## config.mk

```make
export PLATFORM = sky130hd
export DESIGN_NAME = prbs_check
export DESIGN_NICKNAME = d
export VERILOG_FILES = /design/src/rtl/prbs_check.sv
export SDC_FILE = /design/constraint.sdc
export NUM_CORES = 1
export LEC_CHECK = 0
export CORE_UTILIZATION = 45
export CTS_CLUSTER_SIZE = 16
export DETAILED_ROUTE_END_ITERATION = 8
export DONT_BUFFER_PORTS = 1
export REMOVE_ABC_BUFFERS = 1
export SLEW_MARGIN = 10
export SYNTH_ARGS = -nofsm -noshare
export SYNTH_HDL_FRONTEND = slang
export SYNTH_SLANG_ARGS = --single-unit
```

## constraint.sdc

```tcl
create_clock -name clk -period 7.5 [get_ports clk]
set_input_delay 1.5 -clock clk [delete_from_list [all_inputs] [get_ports clk]]
set_output_delay 1.5 -clock clk [all_outputs]
set_load 0.05 [all_outputs]
```

## src/rtl/prbs_check.sv

```systemverilog
// prbs_check: self-synchronising PRBS checker for a Fibonacci LFSR sequence.
// The expected bit is predicted from the previously received bits. The checker
// acquires lock after a run of clean words, counts bit errors while locked, and
// drops lock after a run of errored words.
// Ports:
//   clk         clock
//   rst         synchronous active-high reset
//   data_in     received word (REVERSE=0: MSB earliest in time, REVERSE=1: LSB earliest)
//   data_valid  data_in valid this cycle (no backpressure)
//   err_clear   clears err_count (pulse or level)
//   locked      checker locked
//   err_valid   one-cycle pulse when err_word/err_bits are updated
//   err_word    per-bit error mask of the last checked word (data_in bit order)
//   err_bits    popcount of err_word
//   err_count   saturating count of bit errors seen while locked
module prbs_check #(
  parameter int unsigned                  LFSR_WIDTH      = 31,
  parameter logic [LFSR_WIDTH-1:0]        LFSR_POLY       = 31'h10000001,
  parameter bit                           REVERSE         = 1'b0,
  parameter bit                           INVERT          = 1'b0,
  parameter int unsigned                  DATA_WIDTH      = 8,
  parameter int unsigned                  LOCK_COUNT      = 16,
  parameter int unsigned                  UNLOCK_COUNT    = 4,
  parameter int unsigned                  ERR_COUNT_WIDTH = 32
) (
  input  logic                               clk,
  input  logic                               rst,
  input  logic [DATA_WIDTH-1:0]              data_in,
  input  logic                               data_valid,
  input  logic                               err_clear,
  output logic                               locked,
  output logic                               err_valid,
  output logic [DATA_WIDTH-1:0]              err_word,
  output logic [$clog2(DATA_WIDTH+1)-1:0]    err_bits,
  output logic [ERR_COUNT_WIDTH-1:0]         err_count
);

  localparam int unsigned EB_W       = $clog2(DATA_WIDTH + 1);
  localparam int unsigned FILL_WORDS = (LFSR_WIDTH + DATA_WIDTH - 1) / DATA_WIDTH;
  localparam int unsigned FILL_W     = $clog2(FILL_WORDS + 1);
  localparam int unsigned GOOD_W     = $clog2(LOCK_COUNT + 1);
  localparam int unsigned BAD_W      = $clog2(UNLOCK_COUNT + 1);
  localparam int unsigned SUM_W      = ((ERR_COUNT_WIDTH > EB_W) ? ERR_COUNT_WIDTH : EB_W) + 1;
  localparam logic [SUM_W-1:0] CNT_MAX = SUM_W'({ERR_COUNT_WIDTH{1'b1}});

  typedef enum logic [1:0] {
    ST_FILL   = 2'd0,
    ST_SEARCH = 2'd1,
    ST_LOCKED = 2'd2
  } state_e;

  state_e                     state_q, state_d;
  logic [LFSR_WIDTH-1:0]      hist_q, hist_d;
  logic [FILL_W-1:0]          fill_cnt_q, fill_cnt_d;
  logic [GOOD_W-1:0]          good_cnt_q, good_cnt_d;
  logic [BAD_W-1:0]           bad_cnt_q, bad_cnt_d;
  logic                       locked_q, locked_d;
  logic                       err_valid_q, err_valid_d;
  logic [DATA_WIDTH-1:0]      err_word_q, err_word_d;
  logic [EB_W-1:0]            err_bits_q, err_bits_d;
  logic [ERR_COUNT_WIDTH-1:0] err_count_q, err_count_d;

  // Bit-serial prediction across the word; hist[j-1] holds r[n-j].
  logic [LFSR_WIDTH-1:0] hist_v;
  logic [DATA_WIDTH-1:0] raw_mask;
  logic [DATA_WIDTH-1:0] word_mask;
  logic [EB_W-1:0]       pop;
  logic                  hist_zero;
  logic                  rx_bit;
  logic                  exp_bit;
  int unsigned           idx;

  always_comb begin
    hist_v   = hist_q;
    raw_mask = '0;
    rx_bit   = 1'b0;
    exp_bit  = 1'b0;
    idx      = 0;
    for (int unsigned k = 0; k < DATA_WIDTH; k++) begin
      idx     = REVERSE ? k : (DATA_WIDTH - 1 - k);
      rx_bit  = data_in[idx] ^ INVERT;
      exp_bit = hist_v[LFSR_WIDTH-1];
      for (int unsigned j = 1; j < LFSR_WIDTH; j++) begin
        if (LFSR_POLY[j]) exp_bit = exp_bit ^ hist_v[j-1];
      end
      raw_mask[idx] = rx_bit ^ exp_bit;
      hist_v        = {hist_v[LFSR_WIDTH-2:0], rx_bit};
    end
    hist_zero = (hist_v == '0);
    // An all-zero history is the LFSR lock-up state; while locked it counts as a dead link.
    word_mask = (state_q == ST_LOCKED && hist_zero) ? '1 : raw_mask;
    pop = '0;
    for (int unsigned i = 0; i < DATA_WIDTH; i++) begin
      pop = pop + EB_W'(word_mask[i]);
    end
  end

  // Saturating accumulation with err_clear taking priority.
  logic [SUM_W-1:0] sum_v;
  logic [SUM_W-1:0] clr_v;
  logic             counted;

  always_comb begin
    counted = data_valid && (state_q == ST_LOCKED);
    sum_v   = SUM_W'(err_count_q) + SUM_W'(pop);
    if (sum_v > CNT_MAX) sum_v = CNT_MAX;
    clr_v   = SUM_W'(pop);
    if (clr_v > CNT_MAX) clr_v = CNT_MAX;
    err_count_d = err_count_q;
    if (err_clear) begin
      err_count_d = counted ? ERR_COUNT_WIDTH'(clr_v) : '0;
    end else if (counted) begin
      err_count_d = ERR_COUNT_WIDTH'(sum_v);
    end
  end

  // Next-state and registered-output logic.
  always_comb begin
    state_d     = state_q;
    hist_d      = hist_q;
    fill_cnt_d  = fill_cnt_q;
    good_cnt_d  = good_cnt_q;
    bad_cnt_d   = bad_cnt_q;
    locked_d    = locked_q;
    err_valid_d = 1'b0;
    err_word_d  = err_word_q;
    err_bits_d  = err_bits_q;
    if (data_valid) begin
      hist_d = hist_v;
      case (state_q)
        ST_FILL: begin
          fill_cnt_d = fill_cnt_q + FILL_W'(1);
          if (fill_cnt_q == FILL_W'(FILL_WORDS - 1)) state_d = ST_SEARCH;
        end
        ST_SEARCH: begin
          err_valid_d = 1'b1;
          err_word_d  = word_mask;
          err_bits_d  = pop;
          if (pop == '0 && !hist_zero) begin
            good_cnt_d = good_cnt_q + GOOD_W'(1);
            if (good_cnt_q == GOOD_W'(LOCK_COUNT - 1)) begin
              state_d   = ST_LOCKED;
              locked_d  = 1'b1;
              bad_cnt_d = '0;
            end
          end else begin
            good_cnt_d = '0;
          end
        end
        ST_LOCKED: begin
          err_valid_d = 1'b1;
          err_word_d  = word_mask;
          err_bits_d  = pop;
          if (pop != '0) begin
            bad_cnt_d = bad_cnt_q + BAD_W'(1);
            if (bad_cnt_q == BAD_W'(UNLOCK_COUNT - 1)) begin
              state_d    = ST_SEARCH;
              locked_d   = 1'b0;
              good_cnt_d = '0;
            end
          end else begin
            bad_cnt_d = '0;
          end
        end
        default: state_d = ST_FILL;
      endcase
    end
  end

  always_ff @(posedge clk) begin
    if (rst) begin
      state_q     <= ST_FILL;
      hist_q      <= '0;
      fill_cnt_q  <= '0;
      good_cnt_q  <= '0;
      bad_cnt_q   <= '0;
      locked_q    <= 1'b0;
      err_valid_q <= 1'b0;
      err_word_q  <= '0;
      err_bits_q  <= '0;
      err_count_q <= '0;
    end else begin
      state_q     <= state_d;
      hist_q      <= hist_d;
      fill_cnt_q  <= fill_cnt_d;
      good_cnt_q  <= good_cnt_d;
      bad_cnt_q   <= bad_cnt_d;
      locked_q    <= locked_d;
      err_valid_q <= err_valid_d;
      err_word_q  <= err_word_d;
      err_bits_q  <= err_bits_d;
      err_count_q <= err_count_d;
    end
  end

  assign locked    = locked_q;
  assign err_valid = err_valid_q;
  assign err_word  = err_word_q;
  assign err_bits  = err_bits_q;
  assign err_count = err_count_q;

endmodule

```

==> results of run 1 <==
where the power goes:
group / internal (mW) / total [mW] / switching (mW) / leakage, nW
Sequential: 0.486 / 0.498 / 0.0118 / 0.728
Combinational: 0.0621 / 0.146 / 0.0840 / 0.982
Clock: 0.160 / 0.350 / 0.190 / 0.0999
critical path, cell delays in order:
cell and delay (ns):
nor4_1 0.40, nand4_1 0.26, nor2_1 0.14, nand2_1 0.10
and2_1 0.19, fa_1 0.54, inv_1 0.05, fa_1 0.52
fa_1 0.42, ha_1 0.24, fa_1 0.53, inv_1 0.07
fa_1 0.41, nand2b_1 0.21, a211o_1 0.39, nor4_4 0.46
buf_4 0.24, nor3_1 0.07, a211oi_1 0.26
area by class of cell:
type                            instances  area [um^2]
Tap cell                              133          166
Clock inverter                          7         85.1
Timing Repair Buffer                    6         45.0
Inverter                               24         90.1
Multi-Input combinational cell        384         2650
Clock buffer                            9          124
Fill cell                             958         4950
Sequential cell                        90         1800
metrics by stage:
step                      util (%)  worst slack (ns)
after floorplan                  -             0.619
after global placement        48.0             0.586
after detailed placement      48.0             0.469
after CTS                     50.1             0.837
after global routing          50.1             0.478
final                         50.1             0.803
cells by family after synthesis:
| kind of cell | after synthesis | share of synthesized area (%) |
|---|---|---|
| fa+ha+maj | 21 | 6.47 |
| flops | 90 | 38.8 |
| buf+inv | 49 | 4.12 |
| xor+xnor | 22 | 4.31 |
| compound gates | 108 | 15.7 |
| simple gates | 199 | 23.2 |
| mux | 34 | 7.33 |
sequential cells by signal, indices dropped and copies added (netlist names), 2 cells and up:
| register | cells |
|---|---|
| err_word | 8 |
| good_cnt_q | 5 |
| state_q | 2 |
| fill_cnt_q | 3 |
| hist_q | 31 |
| err_count | 32 |
| bad_cnt_q | 3 |
| err_bits | 4 |
placed cells by master (no fill, tap or decap), types with 5 or more instances in the layout:
cell type  count
mux2i_1       34
xor2_1        11
inv_1         23
and2_1        10
o21ai_0       22
a21oi_1       23
nand2_1       24
ha_1          16
nor4_1        13
o22ai_1        5
nand3_1       16
and4_1        10
a31oi_1       14
clkbuf_8       9
fa_1           5
nand4_1       16
buf_4          6
dfxtp_1       90
xnor2_1       10
a21o_1         6
nor2_1        57
a211oi_1      12
nor3_1        21
and3_1         8
layer usage:
metal,global-route usage [%],vias to the layer above,wire length (um)
met3,6.17,13,958
met2,34.4,135,5130
li1,-,1915,-
met4,6.52,0,143
met5,0,-,0
met1,30.5,1883,5320
final timing paths:
path                   endpoint  slack (ns)
setup / recovery  err_count[10]        0.80
hold / removal    fill_cnt_q[1]        0.47
setup reg to reg  err_count[10]        1.58
hold reg to reg   fill_cnt_q[1]        0.47
==> key figures, run 1 <==
Setup path
  • Critical path launch point type: primary input
  • R2R depth: 19
  • Crit path required time: between 7 and 8 ns
  • Crit path DAT: between 6 and 7 ns
  • Worst-path maximum fanout: 8
  • Setup crit end kind: register
  • Crit Path Class: in -> reg
  • Reg2Reg Launch Point: hist_q[6]
  • Crit path from: data_in[6]

Layout
  • Non-Filler Instances: between 600 and 700
  • Area Growth Syn to Fin: 6.87%
  • N_diodes: 0
  • Cell area after layout: 0.00496 mm^2
  • Total Nets Final: 548
  • Fraction of layout instances using a drive strength above 1: 6.92%

Global routing
  • Largest net degree at the start of global routing: 52
  • Initial antenna violation count: 0
  • Vias in the first global route: approximately 3.8k
  • Total track usage: 22.4%
  • First-pass GRT wire length: 19.4 mm
  • Congestion Overflow GR: 0

Clock tree
  • CTS max path bufs: 2
  • CTS Sinks: 90
  • Reg clk slew, reported paths: 0.10 ns
  • CTS tree: done
  • Post-CTS sizing: 0
  • Worst-Skew Late Latency: 0.37 ns
  • H-tree Lvls: 3
  • CTS hold repair buffers: 0
  • Total CTS buffers: 9
  • Setup bufs post-CTS: 0
  • Root buf cell: clkbuf_8

Floorplan
  • Die Wd: 104 um
  • Boundary pin count: 58
  • Die Footprint: between 0.01 and 0.015 mm^2
  • Core area: 0.00991 mm^2
  • Chip height: approximately 100 um
  • Cell row count: 36
  • Initial core utilization: 46.9%

Place
  • Placed cell count: 637
  • HPWL after detailed placement: 8.35 mm
  • RD Place Congestion: 0.866
  • Port Buffer Count: 0
  • Placement Cell Area: 0.00475 mm^2

Drt
  • Final ANT Viol Nets: 0
  • Drt pass-1 iters: 5
  • DR vias: a little under 4k
  • Post-Route WL: 11.6 mm
  • DRC: 0
  • Number of DRC markers after the initial detailed-route iteration: 258
  • Wire length per cell: between 15 and 20 um
  • Vias per inst: ~6.0

STA
  • Tmin final: approximately 6.7 ns
  • Hold Worst Slack: between 0.4 and 0.5 ns
  • Worst Max-Slew Pin Slew: between 1 and 1.5 ns
  • Setup-failing EPs final: 0
  • Final period util: 89.3%
  • Fin. Hold Viols: 0
  • Fin Setup TNS: 0 ns
  • Unrepaired setup endpoints after global routing: false
  • Slew margin rel.: a little over 30%
  • Skew final: 0.0119 ns
  • Max Fclk: 149 MHz
  • Slew Limit Fails: 0

Yosys
  • Cell with the most instances after synthesis: dfxtp_1
  • Number of library cell types mapped by synthesis: a little under 60
  • Post-Synthesis Cell Area: 0.00464 mm^2
  • Area contributors post-synth: dfxtp_1 (39%), mux2i_1 (7.3%), nor2_1 (4.6%), ha_1 (4.3%), a21oi_1 (2.5%)
  • Asr flop ratio synth: 0%
  • Area fraction of the dominant cell type after synthesis: 38.8%
  • Register area share after synthesis: roughly two fifths
  • Ys flop type: dfxtp_1
  • Cell taking the most area after synthesis: dfxtp_1
  • Synth top cells by count: dfxtp_1 (90), nor2_1 (57), mux2i_1 (34), nand2_1 (24)
  • Mapped Cells: 523
  • Post-synth EDFFs: 0
  • Yosys reg bits: 90
  • Number of synthesis warnings: 0
  • Mean Syn Cell Area: 8.88 um^2

Run
  • Max-cap viol count: 0

Min path
  • Hold Crit Start: fill_cnt_q[1]
  • WHS Path Cells: 2
  • Min-Delay Path Class: reg -> reg

Power
  • P per Cell Area: 200 mW/mm^2
  • LEAKAGE: between 1.5 and 2 nW
  • Total power: 0.994 mW
  • Peak supply drop: 107 uV

Outcome
  • Status: finished, final reports clean
Power figures use the tool's default switching activity.
==> run 2, diff against run 1 <==
--- a/config.mk
+++ b/config.mk
@@ -9,7 +9,6 @@
 export CTS_CLUSTER_SIZE = 16
 export DETAILED_ROUTE_END_ITERATION = 8
 export DONT_BUFFER_PORTS = 1
-export REMOVE_ABC_BUFFERS = 1
 export SLEW_MARGIN = 10
 export SYNTH_ARGS = -nofsm -noshare
 export SYNTH_HDL_FRONTEND = slang
==> key figures, run 2 (synthesized netlist as in run 1, its figures left out) <==
Outcome
  • Status: finished, final reports clean

Clock tree
  • CTS max path bufs: 2 (unchanged)
  • Root buf cell: clkbuf_8
  • Total CTS buffers: 9 (unchanged)
  • H-tree Lvls: 3 (unchanged)
  • Reg clk slew, reported paths: 0.09 ns (about the same)
  • Worst-Skew Late Latency: 0.37 ns (about the same)
  • CTS tree: done
  • Post-CTS sizing: 0 (unchanged)
  • CTS Sinks: 90 (unchanged)
  • Setup bufs post-CTS: 0 (unchanged)
  • CTS hold repair buffers: 0 (unchanged)

Drt
  • DRC: 0 (unchanged)
  • Wire length per cell: 17.8 um (+0.37%)
  • Post-Route WL: 11.6 mm (+0.22%)
  • Vias per inst: 5.96 (-1.4%)
  • Drt pass-1 iters: 4 (-1)
  • DR vias: 3884 (-1.6%)
  • Number of DRC markers after the initial detailed-route iteration: 194 (-25%)
  • Final ANT Viol Nets: 0 (unchanged)

Layout
  • Commonest non-fill, non-tap cell in the layout: dfxtp_1
  • Total Nets Final: 547 (-0.18%)
  • Area Growth Syn to Fin: 6.33%
  • FF+latch area: 0.00180 mm^2 (unchanged)
  • Cell area after layout: 0.00494 mm^2 (-0.50%)
  • Most frequent cells in the layout: dfxtp_1 (90), nor2_1 (57), mux2i_1 (34)
  • Max reg flops: 32 (unchanged)
  • N_diodes: 0 (unchanged)
  • Multi-input logic area: 0.00265 mm^2 (unchanged)
  • Fraction of layout instances using a drive strength above 1: 6.55% (-0.37 points)
  • Fill cell count: 969 (+1.1%)

Power
  • Sequential share of power: 51.6% (+1.5 points)
  • Switch share: 27.8% (-0.93 points)
  • Power share of the combinational group: 15.2% (+0.5 points)
  • P per Cell Area: 195 mW/mm^2 (-2.4%)
  • Clock Power Share: 33.3% (-1.9 points)
  • Peak supply drop: 100 uV (-6.1%)
  • LEAKAGE: 1.80 nW (-0.24%)
  • Net Switching: 0.268 mW (-6.0%)
  • P_int: 0.697 mW (-1.6%)

Global routing
  • Initial antenna violation count: 0 (unchanged)
  • First-pass GRT wire length: 19.2 mm (-0.75%)
  • Total track usage: 22.6% (+0.20 points)
  • Largest net degree at the start of global routing: 52 (unchanged)
  • Vias in the first global route: 3632 (-5.4%)
  • Congestion Overflow GR: 0 (unchanged)

Floorplan
  • Chip height: 104 um (unchanged)
  • Boundary pin count: 58 (unchanged)
  • Die Footprint: 0.0107 mm^2 (unchanged)
  • Core area: 0.00991 mm^2 (unchanged)
  • Die Wd: 104 um (unchanged)
  • Initial core utilization: 46.9% (unchanged)
  • Cell row count: 36 (unchanged)

Setup path
  • Crit Path Class: in -> reg
  • Crit path DAT: 6.99 ns (+0.02 ns)
  • Setup crit end kind: register
  • Crit path required time: 7.80 ns (+0.03 ns)
  • Worst-path maximum fanout: 12 (+4)
  • Critical path launch point type: primary input

STA
  • Tmin final: 6.69 ns (-0.00856 ns)
  • Unrepaired setup endpoints after global routing: false
  • Max Fclk: 150 MHz (+0.13%)
  • Skew final: 0.0114 ns (-0.000454 ns)
  • Slew margin rel.: 28.7% (-2.0 points)
  • Worst Max-Slew Pin Slew: 1.07 ns (+0.0303 ns)
  • Setup-failing EPs final: 0 (unchanged)
  • Fin Setup TNS: 0 ns (unchanged)
  • Final period util: 89.2% (-0.11 points)
  • Slew Limit Fails: 0 (unchanged)
  • Fin. Hold Viols: 0 (unchanged)

Min path
  • Min-Delay Path Class: reg -> reg

Place
  • RD Place Congestion: 0.869 (+0.38%)
  • Port Buffer Count: 0 (unchanged)
  • HPWL after detailed placement: 8.26 mm (-1.1%)
  • Placement Cell Area: 0.00475 mm^2 (-0.16%)

Run
  • Max-cap viol count: 0 (unchanged)

Yosys
  • Mapped Nets: about 560
[run 2: final timing paths]
| kind | from | endpoint | depth (start not counted) | slack (ns) |
|---|---|---|---|---|
| setup / recovery | data_in[2] | err_count[13] | 18 | 0.81 |
| hold / removal | fill_cnt_q[1] | fill_cnt_q[1] | 2 | 0.46 |
| hold reg to reg | fill_cnt_q[1] | fill_cnt_q[1] | 2 | 0.46 |
| setup reg to reg | hist_q[4] | err_count[13] | 18 | 1.59 |
[run 2: critical path: stages]
cell and delay, ns:
nor4_1 0.37, nand4_1 0.25, nor2_1 0.14, nand2_1 0.11, and2_1 0.19, fa_1 0.53, inv_1 0.05, fa_1 0.52
fa_1 0.42, ha_1 0.23, fa_1 0.51, inv_1 0.06, fa_1 0.42, nand2b_1 0.21, a211oi_2 0.25, nand4_1 0.58
and4_1 0.46, nor3_1 0.17
[run 2: power by group through the flow]
stage	clock, mW	sequential [mW]	combinational [mW]
after global placement	0	0.509	0.145
after detailed placement	0	0.509	0.146
after CTS	0.331	0.498	0.147
after floorplan	0	0.507	0.121
final	0.321	0.498	0.146
after global routing	0.352	0.499	0.166
[run 2: stage by stage]
| step | hold WS [ns] | worst slack (ns) | total power [mW] | utilization [%] | std cells |
|---|---|---|---|---|---|
| finish | 0.456 | 0.811 | 0.965 | 49.8 | 652 |
| global route | 0.490 | 0.513 | 1.02 | 49.8 | 652 |
| CTS | 0.460 | 0.853 | 0.976 | 49.8 | 652 |
| detailed placement | 0.447 | 0.486 | 0.655 | 47.9 | 636 |
| global placement | 0.440 | 0.575 | 0.654 | 47.9 | 636 |
| floorplan | 0.440 | 0.891 | 0.628 | - | 523 |
[run 2: area by class of cell]
type,instances,area share (%)
clock inverters,3,0.456
clock buffers,13,3.42
multi-input cells,384,53.7
repair buffers,5,0.760
flip-flops and latches,90,36.5
well taps,133,3.37
inverters,24,1.82
[run 2: per-layer routing]
layer  part of all wire [%]  up-vias  global-route usage [%]
met5                      0        -                       0
met4                    1.0        0                    7.87
met3                    6.8        8                    6.48
met2                     41      102                    30.8
met1                     51     1859                    33.3
li1                       -     1915                       -
